[src/rtl/keypad_scanner_pkg.sv]
// Shared constants, state encoding and small helpers for the keypad scanner.
package keypad_scanner_pkg;

    // Key codes for the non-digit keys
    localparam logic [3:0] KEY_A     = 4'd10;
    localparam logic [3:0] KEY_B     = 4'd11;
    localparam logic [3:0] KEY_C     = 4'd12;
    localparam logic [3:0] KEY_D     = 4'd13;
    localparam logic [3:0] KEY_CLEAR = 4'd14;
    localparam logic [3:0] KEY_ENTER = 4'd15;

    // Column drive after reset: column 0 pulled low
    localparam logic [3:0] COL_RESET = 4'b1110;

    typedef enum logic [1:0] {
        SCAN     = 2'd0,
        DEBOUNCE = 2'd1,
        RELEASE  = 2'd2
    } state_e;

    // Index of the driven (low) column in a one-hot active-low drive word
    function automatic logic [1:0] col_index(input logic [3:0] cols);
        logic [1:0] idx;
        idx = 2'd0;
        for (int i = 3; i >= 0; i--) begin
            if (!cols[i]) idx = 2'(i);
        end
        return idx;
    endfunction

    // Lowest-index low row wins when several rows are pulled low
    function automatic logic [1:0] lowest_low_row(input logic [3:0] rows);
        logic [1:0] idx;
        idx = 2'd0;
        for (int i = 3; i >= 0; i--) begin
            if (!rows[i]) idx = 2'(i);
        end
        return idx;
    endfunction

endpackage

[src/rtl/keypad_scanner_decode.sv]
// Combinational key map: (column, row) of the matrix to the 4-bit key code.
module keypad_scanner_decode
    import keypad_scanner_pkg::*;
(
    input  logic [1:0] col_i,
    input  logic [1:0] row_i,
    output logic [3:0] code_o
);

    // Rows: 1 2 3 A / 4 5 6 B / 7 8 9 C / * 0 # D
    always_comb begin
        code_o = 4'd0;
        unique case ({row_i, col_i})
            4'b00_00: code_o = 4'd1;
            4'b00_01: code_o = 4'd2;
            4'b00_10: code_o = 4'd3;
            4'b00_11: code_o = KEY_A;
            4'b01_00: code_o = 4'd4;
            4'b01_01: code_o = 4'd5;
            4'b01_10: code_o = 4'd6;
            4'b01_11: code_o = KEY_B;
            4'b10_00: code_o = 4'd7;
            4'b10_01: code_o = 4'd8;
            4'b10_10: code_o = 4'd9;
            4'b10_11: code_o = KEY_C;
            4'b11_00: code_o = KEY_CLEAR;
            4'b11_01: code_o = 4'd0;
            4'b11_10: code_o = KEY_ENTER;
            4'b11_11: code_o = KEY_D;
            default:  code_o = 4'd0;
        endcase
    end

endmodule

[src/rtl/keypad_scanner.sv]
// 4x4 matrix keypad scanner: column scan, row debounce, key decode and
// decimal accumulation into the operand N. '#' issues a one-cycle Start.
module keypad_scanner
    import keypad_scanner_pkg::*;
#(
    parameter int unsigned SCAN_DIV       = 50000,
    parameter int unsigned DEBOUNCE_SLOTS = 4
) (
    input  logic       Clk,
    input  logic       Rst,
    input  logic [3:0] Filas,
    output logic [3:0] Columnas,
    output logic [7:0] N,
    output logic       Start,
    output logic       Tecla_valida,
    output logic [3:0] Codigo
);

    localparam int unsigned SlotW = (SCAN_DIV > 1) ? $clog2(SCAN_DIV) : 1;
    localparam int unsigned DebW  = $clog2(DEBOUNCE_SLOTS + 1);
    localparam logic [SlotW-1:0] SlotLast  = SlotW'(SCAN_DIV - 1);
    localparam logic [DebW-1:0]  DebTarget = DebW'(DEBOUNCE_SLOTS);

    logic [3:0]       filas_meta_q, filas_sync_q;
    logic [SlotW-1:0] slot_q;
    logic             slot_end;
    state_e           state_q, state_d;
    logic [3:0]       cols_q, cols_d;
    logic [DebW-1:0]  deb_q, deb_d, deb_inc;
    logic [1:0]       row_lat_q, row_lat_d;
    logic             any_low;
    logic [1:0]       row_now;
    logic             accept;
    logic [3:0]       key_code;
    logic             tecla_q, start_q;
    logic [3:0]       codigo_q;
    logic [7:0]       n_q, n_d;
    logic [11:0]      n_times_ten;

    // Two-flop synchronizer on the asynchronous row inputs
    always_ff @(posedge Clk or posedge Rst) begin
        if (Rst) begin
            filas_meta_q <= 4'hF;
            filas_sync_q <= 4'hF;
        end else begin
            filas_meta_q <= Filas;
            filas_sync_q <= filas_meta_q;
        end
    end

    // Slot timer: rows are only looked at on the last cycle of each slot
    always_ff @(posedge Clk or posedge Rst) begin
        if (Rst) begin
            slot_q <= '0;
        end else if (slot_end) begin
            slot_q <= '0;
        end else begin
            slot_q <= slot_q + SlotW'(1);
        end
    end

    assign slot_end = (slot_q == SlotLast);
    assign any_low  = ~&filas_sync_q;
    assign row_now  = lowest_low_row(filas_sync_q);
    assign deb_inc  = deb_q + DebW'(1);

    keypad_scanner_decode u_decode (
        .col_i  (col_index(cols_q)),
        .row_i  (row_now),
        .code_o (key_code)
    );

    // Scan FSM state, column drive, debounce count and latched row
    always_ff @(posedge Clk or posedge Rst) begin
        if (Rst) begin
            state_q   <= SCAN;
            cols_q    <= COL_RESET;
            deb_q     <= '0;
            row_lat_q <= 2'd0;
        end else begin
            state_q   <= state_d;
            cols_q    <= cols_d;
            deb_q     <= deb_d;
            row_lat_q <= row_lat_d;
        end
    end

    // Next-state: rotate while idle, count stable slots on press and release
    always_comb begin
        state_d   = state_q;
        cols_d    = cols_q;
        deb_d     = deb_q;
        row_lat_d = row_lat_q;
        accept    = 1'b0;
        if (slot_end) begin
            unique case (state_q)
                SCAN: begin
                    if (any_low) begin
                        row_lat_d = row_now;
                        if (DEBOUNCE_SLOTS <= 1) begin
                            accept  = 1'b1;
                            state_d = RELEASE;
                            deb_d   = '0;
                        end else begin
                            state_d = DEBOUNCE;
                            deb_d   = DebW'(1);
                        end
                    end else begin
                        cols_d = {cols_q[2:0], cols_q[3]};
                    end
                end
                DEBOUNCE: begin
                    if (any_low && (row_now == row_lat_q)) begin
                        if (deb_inc >= DebTarget) begin
                            accept  = 1'b1;
                            state_d = RELEASE;
                            deb_d   = '0;
                        end else begin
                            deb_d = deb_inc;
                        end
                    end else begin
                        state_d = SCAN;
                        cols_d  = {cols_q[2:0], cols_q[3]};
                        deb_d   = '0;
                    end
                end
                RELEASE: begin
                    if (any_low) begin
                        deb_d = '0;
                    end else if (deb_inc >= DebTarget) begin
                        state_d = SCAN;
                        cols_d  = {cols_q[2:0], cols_q[3]};
                        deb_d   = '0;
                    end else begin
                        deb_d = deb_inc;
                    end
                end
                default: begin
                    state_d = SCAN;
                    deb_d   = '0;
                end
            endcase
        end
    end

    // Acceptance pulses and the held key code
    always_ff @(posedge Clk or posedge Rst) begin
        if (Rst) begin
            tecla_q  <= 1'b0;
            start_q  <= 1'b0;
            codigo_q <= 4'd0;
        end else begin
            tecla_q <= accept;
            start_q <= accept && (key_code == KEY_ENTER);
            if (accept) codigo_q <= key_code;
        end
    end

    // Operand register
    always_ff @(posedge Clk or posedge Rst) begin
        if (Rst) begin
            n_q <= 8'd0;
        end else begin
            n_q <= n_d;
        end
    end

    // Key action lands the cycle after the pulse; overflowing digits are dropped
    always_comb begin
        n_d         = n_q;
        n_times_ten = ({4'd0, n_q} * 12'd10) + {8'd0, codigo_q};
        if (tecla_q) begin
            if (codigo_q <= 4'd9) begin
                if (n_times_ten <= 12'd255) n_d = n_times_ten[7:0];
            end else if (codigo_q == KEY_CLEAR) begin
                n_d = 8'd0;
            end
        end
    end

    assign Columnas     = cols_q;
    assign N            = n_q;
    assign Start        = start_q;
    assign Tecla_valida = tecla_q;
    assign Codigo       = codigo_q;

endmodule

[config.mk]
export PLATFORM = sky130hd
export DESIGN_NAME = keypad_scanner
export DESIGN_NICKNAME = d
export VERILOG_FILES = /design/src/rtl/keypad_scanner_pkg.sv /design/src/rtl/keypad_scanner_decode.sv /design/src/rtl/keypad_scanner.sv
export SDC_FILE = /design/constraint.sdc
export NUM_CORES = 1
export LEC_CHECK = 0
export ABC_CLOCK_PERIOD_IN_PS = 3040
export BUFFER_PORTS_ARGS = -buffer_cell sky130_fd_sc_hd__buf_2
export CORE_ASPECT_RATIO = 0.7
export CORE_MARGIN = 2
export CORE_UTILIZATION = 56
export CTS_CLUSTER_DIAMETER = 100
export DETAILED_ROUTE_END_ITERATION = 10
export GPL_TIMING_DRIVEN = 0
export HOLD_SLACK_MARGIN = 0.1
export PLACE_DENSITY = 0.72
export SYNTH_ARGS = -nofsm -noshare
export SYNTH_HDL_FRONTEND = slang
export SYNTH_SLANG_ARGS = --single-unit
[constraint.sdc]
create_clock -name Clk -period 3.04 [get_ports Clk]
set_input_delay 0.304 -clock Clk [delete_from_list [all_inputs] [get_ports Clk]]
set_output_delay 0.304 -clock Clk [all_outputs]
set_load 0.02 [all_outputs]
==> qor.txt, run 1 <==
Io pins -> 24
Drt first pass iters -> 4
Syn nets -> 289
CP required -> 3240 ps
CTS H-tree lvls -> 2
Final Hold Viols -> 0
CTS tree -> built
Top-count cell post-synth -> dfrtp_1
Tot Pwr -> 0.00113 W
DR WL/cell -> 13.5 um
Routed via count -> 1,989
Crit. End Element -> register
Minimum clock period -> 2840 ps
GP Congestion -> 0.787
Post-DRT Antenna Nets -> 0
Layout cell share with drive strength beyond 1 -> 21.5%
Post-DP HPWL -> 3.53 mm
Min-Delay Startpoint -> filas_meta_q[3]
Synth Register Bits -> 49
Top cell type's share of synthesized area -> 35.2%
Worst slew margin relative to its limit -> 70.0%
Crit Path Max Fanout -> 7
Crit-path max cell delay -> 460 ps
Syn avg cell area -> 10.4 sq um
Data arrival, critical path -> 3040 ps
Area growth syn-to-layout -> 15.9%
Crit-path cells -> ha_1, ha_1, inv_1, fa_2, nand3b_1, nor2_1, nand4_1, a211oi_4, o21ai_4, a32o_1
Fin worst setup slack -> 202 ps
Unique masters post-synth -> 50
Core area -> 0.00470 sq mm
Crit path top cell by count -> ha_1
LEAKAGE -> 1.58 nW
Status -> completed
Slew @ Worst Pin -> 450 ps
First-pass GRT wire length -> 8.52 mm
Total Routing Usage GR -> 20.1%
Most Used Layer, Global Route -> met1
Num CTS Buffers -> 5
Initial antenna violation count -> 0
Pin count of the biggest net entering global routing -> 45
PwrDens -> 362 mW/mm^2
Critical R2R Launch -> N[1]
Clock skew -> 5.85 ps
Top_reg_cell synth -> dfrtp_1
Grt met1 use -> 30.1%
M2 GR Usage -> 29.1%
Setup TNS -> 0 ps
Die area -> 0.00541 sq mm
Num rows -> 21
Top cells by area, synth -> dfrtp_1, dfstp_2, ha_1
Global route overflow -> 0
Pre-CTS setup slack -> -30.1 ps
# diodes -> 0
Starting Density -> 57.5%
Final Cycle Share -> 93.3%
Final WL -> 4.88 mm
CP max-delay cell -> fa_2
Clock Sinks -> 49
IO Port Bufs -> 23
Startpoint Class -> register
Post-synthesis sequential area ratio -> 45.9%
Crit. Startpoint -> N[1]
Placed insts -> 342
Ys async rst share -> 100%
Clk Latency, worst-skew pair -> 310 ps
Max-slew violation count -> 0
CTS Root Cell -> clkbuf_8
Maximum clock insertion buffer count -> 2
RSZ-0062 raised after global routing -> no
Cell area after synthesis -> 0.00270 sq mm
Setup Viol. Count Final -> 0
Peak VDD IR -> 0.227 mV
Synth area leader -> dfrtp_1
Die Ht -> 62.1 um
Buf/Inv on CP -> 1
Post-synth EDFFs -> 0
Drt drc -> 0
HP Class -> register to register
Die Wd -> 87.0 um
Syn. warnings -> 0
Syn Inst Count -> 261
Clock slew at reported path FFs -> 90 ps
Routed vias/inst -> 5.53
Highest clock rate -> 0.352 GHz
Nets -> 330
Max-cap viol count -> 0
Met3 Use GR -> 4.39%
Synth cell count leaders -> dfrtp_1, nand2_1, ha_1
Vias in the first global route -> 1,875
Fin cells -> 360
Setup CP Type -> register to register
Delay-heaviest family, CP -> adder cells
Initial drt markers -> 136
layout make-up:
type / instances / area (sq um)
Tap cell: 57 / 71.3
Fill cell: 386 / 1570
Buffer: 5 / 21.3
Sequential cell: 49 / 1240
Clock inverter: 1 / 8.76
Timing Repair Buffer: 34 / 223
Clock buffer: 7 / 96.3
Inverter: 16 / 60.1
Multi-Input combinational cell: 191 / 1410
what timing repair did:
item,4_1_cts,5_1_grt
endpoints found under the setup margin,3,8
hold buffers,5,0
pin swaps,1,4
setup buffers,2,3
cloned,0,0
resized for setup,1,5
hold endpoints to repair,9,0
report_power, final:
group	total, W	switching (W)	internal (W)	leakage [nW]
logic	0.0000373	0.0000231	0.0000142	0.894
registers	0.000665	0.00000383	0.000661	0.630
clock network	0.000432	0.000222	0.000210	0.0549
per-layer routing:
| layer | share of wire (%) | vias to the layer above |
|---|---|---|
| met5 | 0 | - |
| met4 | 1.4 | 0 |
| met3 | 3.3 | 7 |
| met2 | 42 | 32 |
| met1 | 53 | 947 |
| li1 | - | 1003 |
flip-flops by register name (all words and copies together), names as in the netlist:
name / flops
Start: 1
filas_meta_q: 4
Codigo: 4
N: 8
row_lat_q: 2
Columnas: 4
deb_q: 3
slot_q: 16
state_q: 2
Tecla_valida: 1
filas_sync_q: 4
cells in the final DEF, fill, tap and decap left out, types with 2 or more instances in the layout:
master / instances
xor2_1: 9
a32o_1: 4
dfstp_2: 11
o21ai_0: 14
nor3b_1: 3
o2bb2ai_1: 4
xnor2_1: 12
mux2_1: 3
o31ai_1: 3
nor2b_1: 2
clkbuf_8: 7
o2111ai_1: 2
dfrtp_1: 37
mux2_2: 2
a21o_1: 3
clkbuf_1: 3
nand3_1: 8
nor2_1: 19
a21oi_1: 13
dlygate4sd3_1: 5
nand4_1: 6
buf_4: 5
nor3_1: 5
mux2i_1: 3
buf_2: 25
ha_1: 20
o211ai_1: 2
nand2_1: 25
and3_1: 3
inv_1: 15
worst reg2reg max path, stage by stage (launching register included):
cell and delay [ps]:
dfrtp_2 420, ha_1 300, ha_1 210, inv_1 70, fa_2 460, nand3b_1 200, nor2_1 170, nand4_1 160
a211oi_4 380, o21ai_4 130, a32o_1 220
final timing paths:
check	cells after the start	slack [ps]	to
worst max-delay path	10	200	N[2]
worst min-delay path	0	360	filas_sync_q[3]
worst max register to register	10	200	N[2]
worst min register to register	0	360	filas_sync_q[3]
max in group asynchronous	4	2110	filas_meta_q[1]
min in group asynchronous	3	420	N[4]
kinds of logic after synthesis:
group | synth area share (%)
muxes | 3.19
and+or+nand+nor | 16.1
xor gates and xnor gates | 7.13
AOI/OAI and AO/OA | 14.0
adders and majority gates | 10.7
DFF | 45.9
buffers and inverters | 3.01
metrics by stage:
| step | instance area (sq um) | hold slack, ps | utilization (%) |
|---|---|---|---|
| after floorplan | 2700 | 308 | - |
| after global placement | 2890 | 345 | 61.4 |
| after detailed placement | 2910 | 203 | 61.9 |
| after CTS | 3090 | 361 | 65.6 |
| after global routing | 3130 | 360 | 66.6 |
| final | 3130 | 359 | 66.6 |
Power figures use the tool's default switching activity.
==> run 2, diff against run 1 <==
Settings changed: BUFFER_PORTS_ARGS -buffer_cell sky130_fd_sc_hd__buf_2 to default, DONT_BUFFER_PORTS from default to 1, PLACE_DENSITY 0.72 to 0.67, SETUP_SLACK_MARGIN from default to 0.4, SLEW_MARGIN from default to 20.
==> qor.txt, run 2 (same netlist as run 1, synthesis figures left out) <==
Data arrival, critical path -> 3020 ps (-20 ps)
Status -> completed
HP Class -> register to register
Sequential Area -> 0.00125 sq mm (+0.40%)
Io pins -> 24 (unchanged)
Setup Viol. Count Final -> 0 (unchanged)
Final core occ -> 64.3% (-2.3 points)
Nets -> 306 (-7.3%)
Routed vias/inst -> 5.76 (+4.3%)
Layout filler cell count -> 386 (unchanged)
Starting Density -> 57.5% (unchanged)
Final WL -> 5.12 mm (+5.0%)
Initial drt markers -> 78 (-43%)
PwrDens -> 358 mW/mm^2 (-1.2%)
LEAKAGE -> 1.43 nW (-9.6%)
Clock Sinks -> 49 (unchanged)
Multi-input logic area -> 0.00144 sq mm (+2.0%)
Global route overflow -> 0 (unchanged)
Worst slew margin relative to its limit -> 67.8% (-2.2 points)
Slew @ Worst Pin -> 482 ps (+32.1 ps)
Final Cycle Share -> 92.9% (-0.46 points)
Most frequent cells in the layout -> dfrtp_1, nand2_1, nor2_1, ha_1
Most common cell after layout, fill and taps aside -> dfrtp_1
Most flop-heavy register -> slot_q
CTS H-tree lvls -> 2 (unchanged)
Die Wd -> 87.0 um (unchanged)
Met1 WL -> 2.61 mm (+1.2%)
Drt drc -> 0 (unchanged)
Hold slack -> 361 ps (+1.74 ps)
Initial antenna violation count -> 0 (unchanged)
Max-cap viol count -> 0 (unchanged)
Vias in the first global route -> 1,902 (+1.4%)
Pin count of the biggest net entering global routing -> 28 (-38%)
Highest clock rate -> 0.354 GHz (+0.49%)
CP max-delay cell -> dfrtp_2
Crit path top cell by count -> ha_4
Max Used Layer -> met4
Post-DRT Antenna Nets -> 0 (unchanged)
CTS Root Cell -> clkbuf_8
CTS tree -> built
Maximum clock insertion buffer count -> 2 (unchanged)
Routed met2 length -> 2.30 mm (+11%)
Total Routing Usage GR -> 21.0% (+0.88 points)
Die area -> 0.00541 sq mm (unchanged)
Final Hold Viols -> 0 (unchanged)
Peak VDD IR -> 0.300 mV (+32%)
Setup TNS -> 0 ps (unchanged)
Num CTS Buffers -> 5 (unchanged)
CP required -> 3230 ps (about the same)
DR WL/cell -> 15.2 um (+13%)
GP Congestion -> 0.806 (+2.4%)
Die Ht -> 62.1 um (unchanged)
IO Port Bufs -> 0 (-100%)
RSZ-0062 raised after global routing -> yes
Minimum clock period -> 2820 ps (-13.8 ps)
Clock slew at reported path FFs -> 90 ps (about the same)
Drt first pass iters -> 4 (unchanged)
Core area -> 0.00470 sq mm (unchanged)
Startpoint Class -> register
Crit-path max cell delay -> 510 ps (+50 ps)
Num rows -> 21 (unchanged)
Met3 WL -> 172 um (+6.2%)
Crit Path Max Fanout -> 7 (unchanged)
First-pass GRT wire length -> 8.93 mm (+4.8%)
Crit. End Element -> register
Routed via count -> 1,936 (-2.7%)
Clk Latency, worst-skew pair -> 300 ps (about the same)
Crit-path cells -> ha_4, ha_4, inv_2, fa_2, nand2b_4, a21boi_2, xor2_1, nand4_1, a211oi_4, o21ai_2, a32o_1
Post-DP HPWL -> 3.83 mm (+8.5%)
# diodes -> 0 (unchanged)
Largest register FFs -> 16 (unchanged)
Area growth syn-to-layout -> 11.9%
Max-slew violation count -> 0 (unchanged)
Placed insts -> 319 (-6.7%)
Fin cells -> 336 (-6.7%)
Setup CP Type -> register to register
Layout cell share with drive strength beyond 1 -> 18.3% (-3.2 points)
Clock skew -> 5.21 ps (-0.646 ps)
run 2: worst max-delay path: cells and delay by family, from the launching register on:
family / cells / cell delay, ps
DFF: 1 / 510
adders and majority gates: 3 / 810
xor gates and xnor gates: 1 / 180
buffers and inverters: 1 / 30
and+or+nand+nor: 2 / 330
AOI/OAI and AO/OA: 4 / 850
run 2: stage by stage:
step | power, W | instance area, sq um | setup slack (ps)
6_report | 0.00108 | 3020 | 216
5_1_grt | 0.00113 | 3020 | 94.5
4_1_cts | 0.00110 | 3000 | 224
3_5_place_dp | 0.000708 | 2840 | 74.1
3_3_place_gp | 0.000704 | 2820 | 138
2_1_floorplan | 0.000698 | 2750 | 317
run 2: routing by layer:
metal,GRT usage [%],vias to the layer above
met5,0,-
met4,5.27,0
met3,4.92,4
met2,32.1,25
met1,30.3,946
li1,-,961
run 2: cell type report:
class | count | area share (%)
Clock buffer | 5 | 2.28
Tap cell | 57 | 2.36
Inverter | 16 | 1.99
Multi-Input combinational cell | 191 | 47.6
Clock inverter | 3 | 0.579
Sequential cell | 49 | 41.2
Buffer | 5 | 0.703
Timing Repair Buffer | 10 | 3.31
run 2: worst paths after layout:
kind	depth (start not counted)	from	to	slack [ps]
worst max-delay path	11	N[1]	N[2]	220
worst min-delay path	0	filas_meta_q[0]	filas_sync_q[0]	360
worst max register to register	11	N[1]	N[2]	220
worst min register to register	0	filas_meta_q[0]	filas_sync_q[0]	360
max in group asynchronous	3	Rst	N[4]	2050
min in group asynchronous	2	Rst	Tecla_valida	490
run 2: timing repair:
action,CTS,global route
gates resized for setup,2,4
hold buffers,5,0
setup buffers,3,1
setup endpoints to repair,8,8
pin swaps,2,0
hold endpoints to repair,15,0
run 2: report_power, final:
part           total (W)  internal (W)  switching, W
combinational  0.0000344     0.0000120     0.0000224
sequential      0.000665      0.000661    0.00000384
clock           0.000384      0.000159      0.000224
total            0.00108      0.000832      0.000251
==> run 3, diff against run 2 <==
Settings changed: ABC_AREA from default to 1, CELL_PAD_IN_SITES_DETAIL_PLACEMENT from default to 0, CELL_PAD_IN_SITES_GLOBAL_PLACEMENT from default to 1, CORE_UTILIZATION 56 to 47, CTS_CLUSTER_SIZE from default to 40, PLACE_DENSITY 0.67 to 0.75.
==> qor.txt, run 3 <==
Multi-input logic area -> 0.00157 sq mm (+8.9%)
Final WL -> 6.10 mm (+19%)
CP required -> 3230 ps (about the same)
Setup TNS -> 0 ps (unchanged)
M2 GR Usage -> 29.7% (-2.3 points)
CP max-delay cell -> dfrtp_2
Post-DP HPWL -> 4.53 mm (+18%)
Met3 Use GR -> 4.40% (-0.52 points)
Final core occ -> 54.5% (-9.8 points)
Syn Inst Count -> 381 (+46%)
Vias in the first global route -> 2,307 (+21%)
Drt first pass iters -> 4 (unchanged)
Highest clock rate -> 0.394 GHz (+11%)
# diodes -> 0 (unchanged)
Syn. warnings -> 0 (unchanged)
Die area -> 0.00696 sq mm (+29%)
Grt met1 use -> 27.8% (-2.5 points)
Setup CP Type -> register to register
Minimum clock period -> 2540 ps (-284 ps)
CTS H-tree lvls -> 2 (unchanged)
Global route overflow -> 0 (unchanged)
Synth Register Bits -> 49 (unchanged)
Crit Path Max Fanout -> 8 (+1)
Die Wd -> 98.9 um (+14%)
Top_reg_cell synth -> dfrtp_1
Initial drt markers -> 108 (+38%)
Final Hold Viols -> 0 (unchanged)
Most frequent cells in the layout -> nand2_1, inv_1, nor2_1
Core area -> 0.00616 sq mm (+31%)
Crit. End Element -> register
Syn avg cell area -> 7.77 sq um (-25%)
Post-synthesis sequential area ratio -> 41.9% (-4.0 points)
Layout cell share with drive strength beyond 1 -> 12.8% (-5.5 points)
Most flop-heavy register -> slot_q
Most common cell after layout, fill and taps aside -> nand2_1
Pin count of the biggest net entering global routing -> 28 (unchanged)
Sw frac -> 22.0% (-1.1 points)
Sequential Area -> 0.00125 sq mm (unchanged)
Seq pwr share -> 56.1% (-5.3 points)
Clk Latency, worst-skew pair -> 300 ps (about the same)
Post-synth EDFFs -> 0 (unchanged)
Ys async rst share -> 100% (unchanged)
Total Routing Usage GR -> 19.2% (-1.8 points)
Setup Viol. Count Final -> 0 (unchanged)
Routed via count -> 2,433 (+26%)
Largest register FFs -> 16 (unchanged)
Startpoint Class -> register
Top-count cell post-synth -> nand2_1
GP Congestion -> 0.843 (+4.5%)
Crit-path cells -> ha_4, ha_4, inv_2, fa_2, nor2_2, nand3b_1, a21oi_2, nand3_1, nand2_1, nand2_2, nand2_4, nand2_8, nand2_1, nand2_1
Num CTS Buffers -> 5 (unchanged)
Final Cycle Share -> 83.6% (-9.3 points)
HP Class -> register to register
Post-DRT Antenna Nets -> 0 (unchanged)
RSZ-0062 raised after global routing -> yes
Area growth syn-to-layout -> 13.3%
Routed vias/inst -> 5.09 (-12%)
Most Used Layer, Global Route -> met2
Status -> completed
Cell area after synthesis -> 0.00296 sq mm (+9.6%)
Clock skew -> 8.57 ps (+3.37 ps)
Clock network fraction of total power -> 40.3% (+4.9 points)
CTS tree -> built
Synth cell count leaders -> nand2_1, inv_1, nor2_1
LEAKAGE -> 1.73 nW (+21%)
First-pass GRT wire length -> 10.7 mm (+20%)
Starting Density -> 48.1% (-9.4 points)
Top cells by area, synth -> dfrtp_1, nand2_1, dfstp_2
Layout filler cell count -> 580 (+50%)
Initial antenna violation count -> 0 (unchanged)
Power share of the combinational group -> 3.6% (+0.4 points)
Unique masters post-synth -> 28 (-44%)
Synth area leader -> dfrtp_1
Maximum clock insertion buffer count -> 2 (unchanged)
Top cell type's share of synthesized area -> 32.1% (-3.1 points)
Max-slew violation count -> 0 (unchanged)
Die Ht -> 70.4 um (+13%)
PwrDens -> 352 mW/mm^2 (-1.6%)
Slew @ Worst Pin -> 613 ps (+132 ps)
DR WL/cell -> 12.8 um (-16%)
Crit path top cell by count -> nand2_1
Num rows -> 24 (+14%)
Clock slew at reported path FFs -> 100 ps (about the same)
IO Port Bufs -> 0 (unchanged)
Internal power -> 0.000922 W (+11%)
Crit-path max cell delay -> 520 ps (about the same)
Drt drc -> 0 (unchanged)
Clock Sinks -> 49 (unchanged)
Io pins -> 24 (unchanged)
Peak VDD IR -> 0.183 mV (-39%)
CTS Root Cell -> clkbuf_8
Nets -> 427 (+40%)
Switching Power -> 0.000260 W (+3.9%)
Syn nets -> 409 (+42%)
Data arrival, critical path -> 2730 ps (-290 ps)
Max-cap viol count -> 0 (unchanged)
Worst slew margin relative to its limit -> 58.8% (-9.0 points)
## run 3: path summary, 6_finish.rpt
check | startpoint | end | slack, ps | depth (start not counted)
worst max-delay path | N[1] | N[0] | 500 | 14
worst min-delay path | filas_meta_q[2] | filas_sync_q[2] | 360 | 0
worst max register to register | N[1] | N[0] | 500 | 14
worst min register to register | filas_meta_q[2] | filas_sync_q[2] | 360 | 0
max in group asynchronous | Rst | Columnas[3] | 1910 | 3
min in group asynchronous | Rst | deb_q[1] | 530 | 2
## run 3: logic make-up after synthesis
group                    count (synthesis)  synth area share (%)
buffers and inverters                   59                  7.48
AND/OR/NAND/NOR                        200                  30.5
adder cells (fa/ha/maj)                 22                  9.80
XOR/XNOR                                 9                  2.66
flip-flops                              49                  41.9
AO/OA/AOI/OAI                           42                  7.69
## run 3: layout make-up
class                           instances  area share [%]
Clock inverter                          3            1.38
Clock buffer                            5            2.05
Sequential cell                        49            37.2
Multi-Input combinational cell        274            46.7
Timing Repair Buffer                   10            3.21
Tap cell                               78            2.91
Inverter                               59            6.60
## run 3: power by group through the flow
stage	Clock, W	Combinational (W)	Sequential, W
floorplan	0	0.0000265	0.000675
finish	0.000476	0.0000423	0.000663
global route	0.000515	0.0000496	0.000664
CTS	0.000496	0.0000439	0.000664
detailed placement	0	0.0000385	0.000676
global placement	0	0.0000336	0.000676
## run 3: critical path: cells and delay by family, from the launching register on
kind,cells,cell delay [ps]
adder cells (fa/ha/maj),3,890
AND/OR/NAND/NOR,9,810
flip-flops,1,520
AO/OA/AOI/OAI,1,160
buffers and inverters,1,30
## run 3: stage by stage
stage | cells | hold slack [ps] | area, sq um | worst slack (ps) | total power (W)
after floorplan | 381 | 308 | 2960 | 403 | 0.000702
after global placement | 459 | 309 | 3060 | 92.6 | 0.000709
after detailed placement | 460 | 300 | 3090 | 60.5 | 0.000715
after CTS | 477 | 365 | 3330 | 404 | 0.00120
after global routing | 478 | 366 | 3350 | 370 | 0.00123
final | 478 | 362 | 3350 | 500 | 0.00118
## run 3: metal layers
layer / wire [um] / up-vias / share of wire (%)
li1: - / 1269 / -
met1: 3200 / 1138 / 52
met2: 2690 / 24 / 44
met3: 182 / 2 / 3.0
met4: 27 / 0 / 0.44
met5: 0 / - / 0
## run 3: repair_timing
| item | 4_1_cts | 5_1_grt |
|---|---|---|
| pin swaps | 8 | 2 |
| gates cloned | 1 | 0 |
| hold endpoints to repair | 20 | 0 |
| buffers inserted | 3 | 1 |
| setup endpoints to repair | 8 | 8 |
| resized for setup | 12 | 6 |
| hold buffers | 5 | 0 |
